===== config.mk =====
export PLATFORM = sky130hd
export DESIGN_NAME = vend_select_ctrl
export DESIGN_NICKNAME = d
export VERILOG_FILES = /design/src/rtl/vend_select_ctrl.sv
export SDC_FILE = /design/constraint.sdc
export NUM_CORES = 1
export LEC_CHECK = 0
export CORE_MARGIN = 2
export CORE_UTILIZATION = 46
export CTS_CLUSTER_DIAMETER = 100
export DETAILED_ROUTE_END_ITERATION = 6
export PLACE_DENSITY = 0.86
export RECOVER_POWER = 100
export SLEW_MARGIN = 20
export SYNTH_ARGS = -nofsm -noshare
export SYNTH_HDL_FRONTEND = slang
export SYNTH_SLANG_ARGS = --single-unit

===== constraint.sdc =====
create_clock -name i_clk -period 1.9 [get_ports i_clk]
set_input_delay 0.19 -clock i_clk [delete_from_list [all_inputs] [get_ports i_clk]]
set_output_delay 0.19 -clock i_clk [all_outputs]
set_load 0.02 [all_outputs]

===== src/rtl/vend_select_ctrl.sv =====
// vend_select_ctrl: vending-machine transaction controller, upstream of the 3-to-8 product
// decoder. Accumulates coin credit, accepts a 3-bit selection, drives the selection code and a
// fixed-length dispense enable, and reports leftover credit as a one-cycle change pulse.
//
// Optional feature macro: VEND_AUTO_REFUND_EN. When defined, an idle counter refunds credit
// after TIMEOUT_CYCLES untouched idle cycles. When undefined, credit is held indefinitely and
// TIMEOUT_CYCLES is unused.
//
// Ports:
//   i_clk          rising-edge clock
//   i_rst_n        synchronous active-low reset
//   i_coin_5       one-cycle pulse, +5 credit
//   i_coin_10      one-cycle pulse, +10 credit
//   i_item_valid   one-cycle pulse, selection request
//   i_item_code    product index, sampled with i_item_valid
//   i_cancel       one-cycle pulse, refund request
//   o_sel1..o_sel3 latched item_code[0..2], 000 whenever o_dispense_en is low
//   o_dispense_en  decoder enable, high for DISPENSE_CYCLES cycles per vend
//   o_busy         high whenever the controller is not idle
//   o_credit       current credit
//   o_coin_reject  one-cycle pulse, coin not accepted
//   o_deny         one-cycle pulse, selection refused for insufficient credit
//   o_change_valid one-cycle pulse, o_change_amt valid
//   o_change_amt   refunded amount, 0 when o_change_valid is low
module vend_select_ctrl #(
  parameter int unsigned CREDIT_W        = 6,
  parameter int unsigned MAX_CREDIT      = 63,
  parameter int unsigned PRICE           = 15,
  parameter int unsigned DISPENSE_CYCLES = 4,
  parameter int unsigned TIMEOUT_CYCLES  = 1000
) (
  input  logic                i_clk,
  input  logic                i_rst_n,
  input  logic                i_coin_5,
  input  logic                i_coin_10,
  input  logic                i_item_valid,
  input  logic [2:0]          i_item_code,
  input  logic                i_cancel,
  output logic                o_sel1,
  output logic                o_sel2,
  output logic                o_sel3,
  output logic                o_dispense_en,
  output logic                o_busy,
  output logic [CREDIT_W-1:0] o_credit,
  output logic                o_coin_reject,
  output logic                o_deny,
  output logic                o_change_valid,
  output logic [CREDIT_W-1:0] o_change_amt
);

  typedef enum logic [1:0] {StIdle, StDispense, StChange} state_e;

  // Extra headroom so credit + 15 never wraps before the ceiling compare.
  localparam int unsigned SumW  = CREDIT_W + 5;
  localparam int unsigned DispW = (DISPENSE_CYCLES > 1) ? $clog2(DISPENSE_CYCLES) : 1;

  localparam logic [CREDIT_W-1:0] PriceC   = CREDIT_W'(PRICE);
  localparam logic [SumW-1:0]     MaxC     = SumW'(MAX_CREDIT);
  localparam logic [DispW-1:0]    DispLoad = DispW'(DISPENSE_CYCLES - 1);

  state_e              r_state;
  logic [CREDIT_W-1:0] r_credit;
  logic [2:0]          r_sel;
  logic [DispW-1:0]    r_disp_cnt;
  logic                r_dispense_en;
  logic                r_busy;
  logic                r_coin_reject;
  logic                r_deny;
  logic                r_change_valid;
  logic [CREDIT_W-1:0] r_change_amt;

  logic                w_coin_any;
  logic [SumW-1:0]     w_coin_amt;
  logic [SumW-1:0]     w_sum;
  logic                w_coin_fits;
  logic                w_credit_nz;
  logic                w_item_ok;
  logic                w_refund;

  assign w_coin_any  = i_coin_5 | i_coin_10;
  assign w_coin_amt  = (i_coin_5 ? SumW'(5) : '0) + (i_coin_10 ? SumW'(10) : '0);
  assign w_sum       = SumW'(r_credit) + w_coin_amt;
  assign w_coin_fits = (w_sum <= MaxC);
  assign w_credit_nz = |r_credit;
  assign w_item_ok   = i_item_valid && (r_credit >= PriceC);

`ifdef VEND_AUTO_REFUND_EN
  localparam int unsigned TimeoutW = (TIMEOUT_CYCLES > 1) ? $clog2(TIMEOUT_CYCLES) : 1;
  localparam logic [TimeoutW-1:0] TimeoutLast = TimeoutW'(TIMEOUT_CYCLES - 1);

  logic [TimeoutW-1:0] r_idle_cnt;
  logic                w_pulse;
  logic                w_timeout;

  assign w_pulse   = w_coin_any | i_item_valid | i_cancel;
  // Fires on the TIMEOUT_CYCLES-th consecutive untouched idle cycle with credit held.
  assign w_timeout = (r_state == StIdle) && w_credit_nz && !w_pulse && (r_idle_cnt == TimeoutLast);

  always_comb begin
    w_refund = (i_cancel && w_credit_nz) || w_timeout;
  end

  always_ff @(posedge i_clk) begin
    if (!i_rst_n) begin
      r_idle_cnt <= '0;
    end else if ((r_state != StIdle) || w_refund || w_item_ok || w_pulse || !w_credit_nz) begin
      r_idle_cnt <= '0;
    end else begin
      r_idle_cnt <= r_idle_cnt + 1'b1;
    end
  end
`else
  always_comb begin
    w_refund = i_cancel && w_credit_nz;
  end
`endif

  always_ff @(posedge i_clk) begin
    if (!i_rst_n) begin
      r_state        <= StIdle;
      r_credit       <= '0;
      r_sel          <= '0;
      r_disp_cnt     <= '0;
      r_dispense_en  <= 1'b0;
      r_busy         <= 1'b0;
      r_coin_reject  <= 1'b0;
      r_deny         <= 1'b0;
      r_change_valid <= 1'b0;
      r_change_amt   <= '0;
    end else begin
      // Pulse outputs default low each cycle.
      r_coin_reject  <= 1'b0;
      r_deny         <= 1'b0;
      r_change_valid <= 1'b0;
      r_change_amt   <= '0;

      unique case (r_state)
        StIdle: begin
          if (w_refund) begin
            r_state        <= StChange;
            r_busy         <= 1'b1;
            r_change_valid <= 1'b1;
            r_change_amt   <= r_credit;
            r_credit       <= '0;
            r_coin_reject  <= w_coin_any;
          end else if (w_item_ok) begin
            r_state       <= StDispense;
            r_busy        <= 1'b1;
            r_credit      <= r_credit - PriceC;
            r_sel         <= i_item_code;
            r_dispense_en <= 1'b1;
            r_disp_cnt    <= DispLoad;
            r_coin_reject <= w_coin_any;
          end else begin
            r_deny <= i_item_valid;
            // A cancel with no credit does nothing, but still blocks coins that cycle.
            if (w_coin_any) begin
              if (w_coin_fits && !i_cancel) begin
                r_credit <= w_sum[CREDIT_W-1:0];
              end else begin
                r_coin_reject <= 1'b1;
              end
            end
          end
        end

        StDispense: begin
          r_coin_reject <= w_coin_any;
          if (r_disp_cnt == '0) begin
            r_dispense_en <= 1'b0;
            r_sel         <= '0;
            if (w_credit_nz) begin
              r_state        <= StChange;
              r_change_valid <= 1'b1;
              r_change_amt   <= r_credit;
              r_credit       <= '0;
            end else begin
              r_state <= StIdle;
              r_busy  <= 1'b0;
            end
          end else begin
            r_disp_cnt <= r_disp_cnt - 1'b1;
          end
        end

        StChange: begin
          r_coin_reject <= w_coin_any;
          r_state       <= StIdle;
          r_busy        <= 1'b0;
        end

        default: begin
          r_state <= StIdle;
          r_busy  <= 1'b0;
        end
      endcase
    end
  end

  assign o_sel1         = r_sel[0];
  assign o_sel2         = r_sel[1];
  assign o_sel3         = r_sel[2];
  assign o_dispense_en  = r_dispense_en;
  assign o_busy         = r_busy;
  assign o_credit       = r_credit;
  assign o_coin_reject  = r_coin_reject;
  assign o_deny         = r_deny;
  assign o_change_valid = r_change_valid;
  assign o_change_amt   = r_change_amt;

endmodule


==> metrics <==
result of the run finished with violations; failing checks negative setup slack; slowest stage delay, CP 390 ps; last weighted congestion value of the routability-driven placer 0.891; Ys Warns 0; max-slew violation count 0; mean area per synthesized cell ~9 um2; fraction of registers with async set or reset after synthesis 0%; count of distinct cell types in the synthesized netlist 47; PnR Total Power 3.13 mW; commonest cells after routing, fill and taps aside buf_4, clkdlybuf4s50_1, dfxtp_1, nor2_1; number of antenna violations at the first check in global routing 0; total buffers and inverters traversed by the critical path 3; global route overflow 0; number of buffers created by CTS 3; internal power of the cells 1.76 mW; proportion of netlist area held by the largest area contributor 33.3%; dominant synthesized flop cell dfxtp_1; iteration count of the initial detailed-routing pass 4; Filler Cell Count about 240; die area 3600 um2; period utilization 102%; antenna cells 0; CTS HTree Levels 1; Fmax 517 MHz; minimum clock period 1940 ps; CP Capture Type register; Maximum Capacitance Violations 0; number of clock sinks seen by CTS 24; Vert. Die Dim 60 um; #FFs+latches synth 24; maximum root-to-sink buffer count 2; number of nets at the end of the flow roughly 240; Row Count 20; CP max-delay cell dfxtp_4; pwr/cell area between 1000 and 1500 nW/um2; wire length of the first global-routing pass 6170 um; critical-path maximum fanout 5; root buffer cell clkbuf_4; number of DRC markers in iteration 0 50; Post-Route Utilization 69.5%; count of buffers inserted at the top-level ports 28; max-slew headroom at the worst pin 75.1%; number of nets produced by synthesis 185; post-placement worst setup slack -484 ps; number of placed instances with taps included 258; Comb pwr share 68.3%; net switching fraction of the power between 40 and 50%; cell type with the highest aggregate area in the netlist dfxtp_1; Routed WL 3840 um; Clk pin slew, worst setup/hold paths 130 ps; worst hold path class in -> reg; # setup viols final 4; Setup CP Type reg -> reg; global router's overall resource usage 22.8%; Final Hold Vio Count 0; WP data required 2130 ps; footprint of the multi-input gates 972 um2; portion of total power attributed to the clock network around 7.6%; Die Wd 60 um; Post-Synthesis Cells 165; Top Family by Delay on Critical Path compound AO/OA/AOI/OAI gates; slew at the pin closest to its max-slew limit 369 ps; post-synthesis instance area around 1400 um2; growth of design area from synthesis to finish 45.8%; boundary pin count 29; WL per Instance about 15 um; clk_skew 8.81 ps; P_sw 1.37 mW; number of enable-type register cells in the synthesized netlist 0; leading cell types by total area after synthesis dfxtp_1, ha_1, nor2_1; Detailed Place HPWL between 2000 and 3000 um; area of the core 3030 um2; register area 490 um2; remaining antenna violation count after routing 0; Via Count 1493; Arrival @ worst endpoint 2170 ps; setup repair after global routing missed its margin true; standby leakage power 0.860 nW; ratio of cells with drive above 1 in the final layout 30.5%; initial cell density of the core 47.6%; Skew-Pair Late Insertion Delay 330 ps; register area share after synthesis 33.3%; Sequential Power Share 24.1%; final setup margin -35.8 ps; worst slack on hold paths between 400 and 500 ps; worst vdd rail ir drop 0.958 mV; startpoint type of the worst setup path register; cells along the critical path inv_2 > ha_4 > or3b_4 > o21ai_4 > buf_6 > o211a_4 > buf_4 > nor3_1 > o2bb2ai_1; largest net degree at the start of global routing 19; Post-route DRC 0; TritonCTS clock tree built; post-route insts no fill 264; most common cell after layout, fill and taps aside buf_4; via count of the first global-routing pass 1384; via density per instance between 5 and 6
[through the flow]
| stage | setup TNS, ps | area [um2] |
|---|---|---|
| 6_report | -90.8 | 2100 |
| 5_1_grt | -652 | 2100 |
| 4_1_cts | -135 | 2050 |
| 3_5_place_dp | -2980 | 1970 |
| 3_3_place_gp | -2500 | 1970 |
| 2_1_floorplan | 0 | 1480 |
[final cells by class]
class	count	area share (%)
clock buffer	4	1.25
inverter	12	2.26
multi-input combinational	122	46.2
sequential	24	23.3
tap	44	2.62
timing repair buffer	58	24.3
[power by group through the flow]
stage,clock network (mW),logic [mW],registers [mW]
after floorplan,0,1.09,0.814
after global placement,0,1.81,0.741
after detailed placement,0,1.85,0.744
after CTS,0.229,1.98,0.746
after global routing,0.253,2.31,0.770
final,0.238,2.13,0.754
[routing by layer]
layer	GRT usage (%)	routed length (um)	vias to the layer above
li1	-	-	722
met1	30.7	1770	712
met2	37.1	1800	52
met3	3.68	201	7
met4	7.30	61	0
met5	0	0	-
[flip-flops by register name (all words and copies together), names as in the netlist]
signal	count
o_busy	1
o_change_amt	6
o_change_valid	1
o_coin_reject	1
o_credit	6
o_deny	1
o_dispense_en	1
r_disp_cnt	2
r_sel	3
r_state	2
[path summary, 6_finish.rpt]
check	startpoint	endpoint	slack, ps	depth (start not counted)
setup / recovery	o_credit[0]	o_credit[4]	-40	9
hold / removal	i_item_code[2]	r_sel[2]	440	2
setup reg to reg	o_credit[0]	o_credit[4]	-40	9
hold reg to reg	o_dispense_en	o_dispense_en	500	2
[cells in the mapped netlist, types with 2 or more instances]
cell,count
and3_1,5
a211oi_1,2
o211ai_1,3
buf_6,3
xnor2_1,2
a22o_1,3
nand4_1,2
a21oi_1,12
a311o_1,2
inv_1,11
or2_2,2
ha_1,10
o2bb2ai_1,3
nand2_1,10
o21ai_0,3
dfxtp_1,24
o31ai_1,4
or3_1,2
a31oi_1,3
nor2_1,20
buf_2,2
nor3_1,6
o221a_2,3
and4b_1,2
nand2b_1,3
clkbuf_1,2
[kinds of logic after synthesis]
group | after synthesis | share of synthesized area (%)
and+or+nand+nor | 58 | 20.3
AOI/OAI and AO/OA | 49 | 27.1
DFF | 24 | 33.3
buffers and inverters | 19 | 6.68
adders and majority gates | 11 | 10.1
xor gates and xnor gates | 3 | 1.82
muxes | 1 | 0.694
[timing repair]
action | CTS | global route
hold buffers | 0 | 0
pin swaps | 4 | 10
setup buffers | 2 | 0
gates resized for setup | 15 | 14
hold endpoints to repair | 0 | 0
endpoints found under the setup margin | 12 | 12
Note: power is estimated with default switching activity, not from simulation.
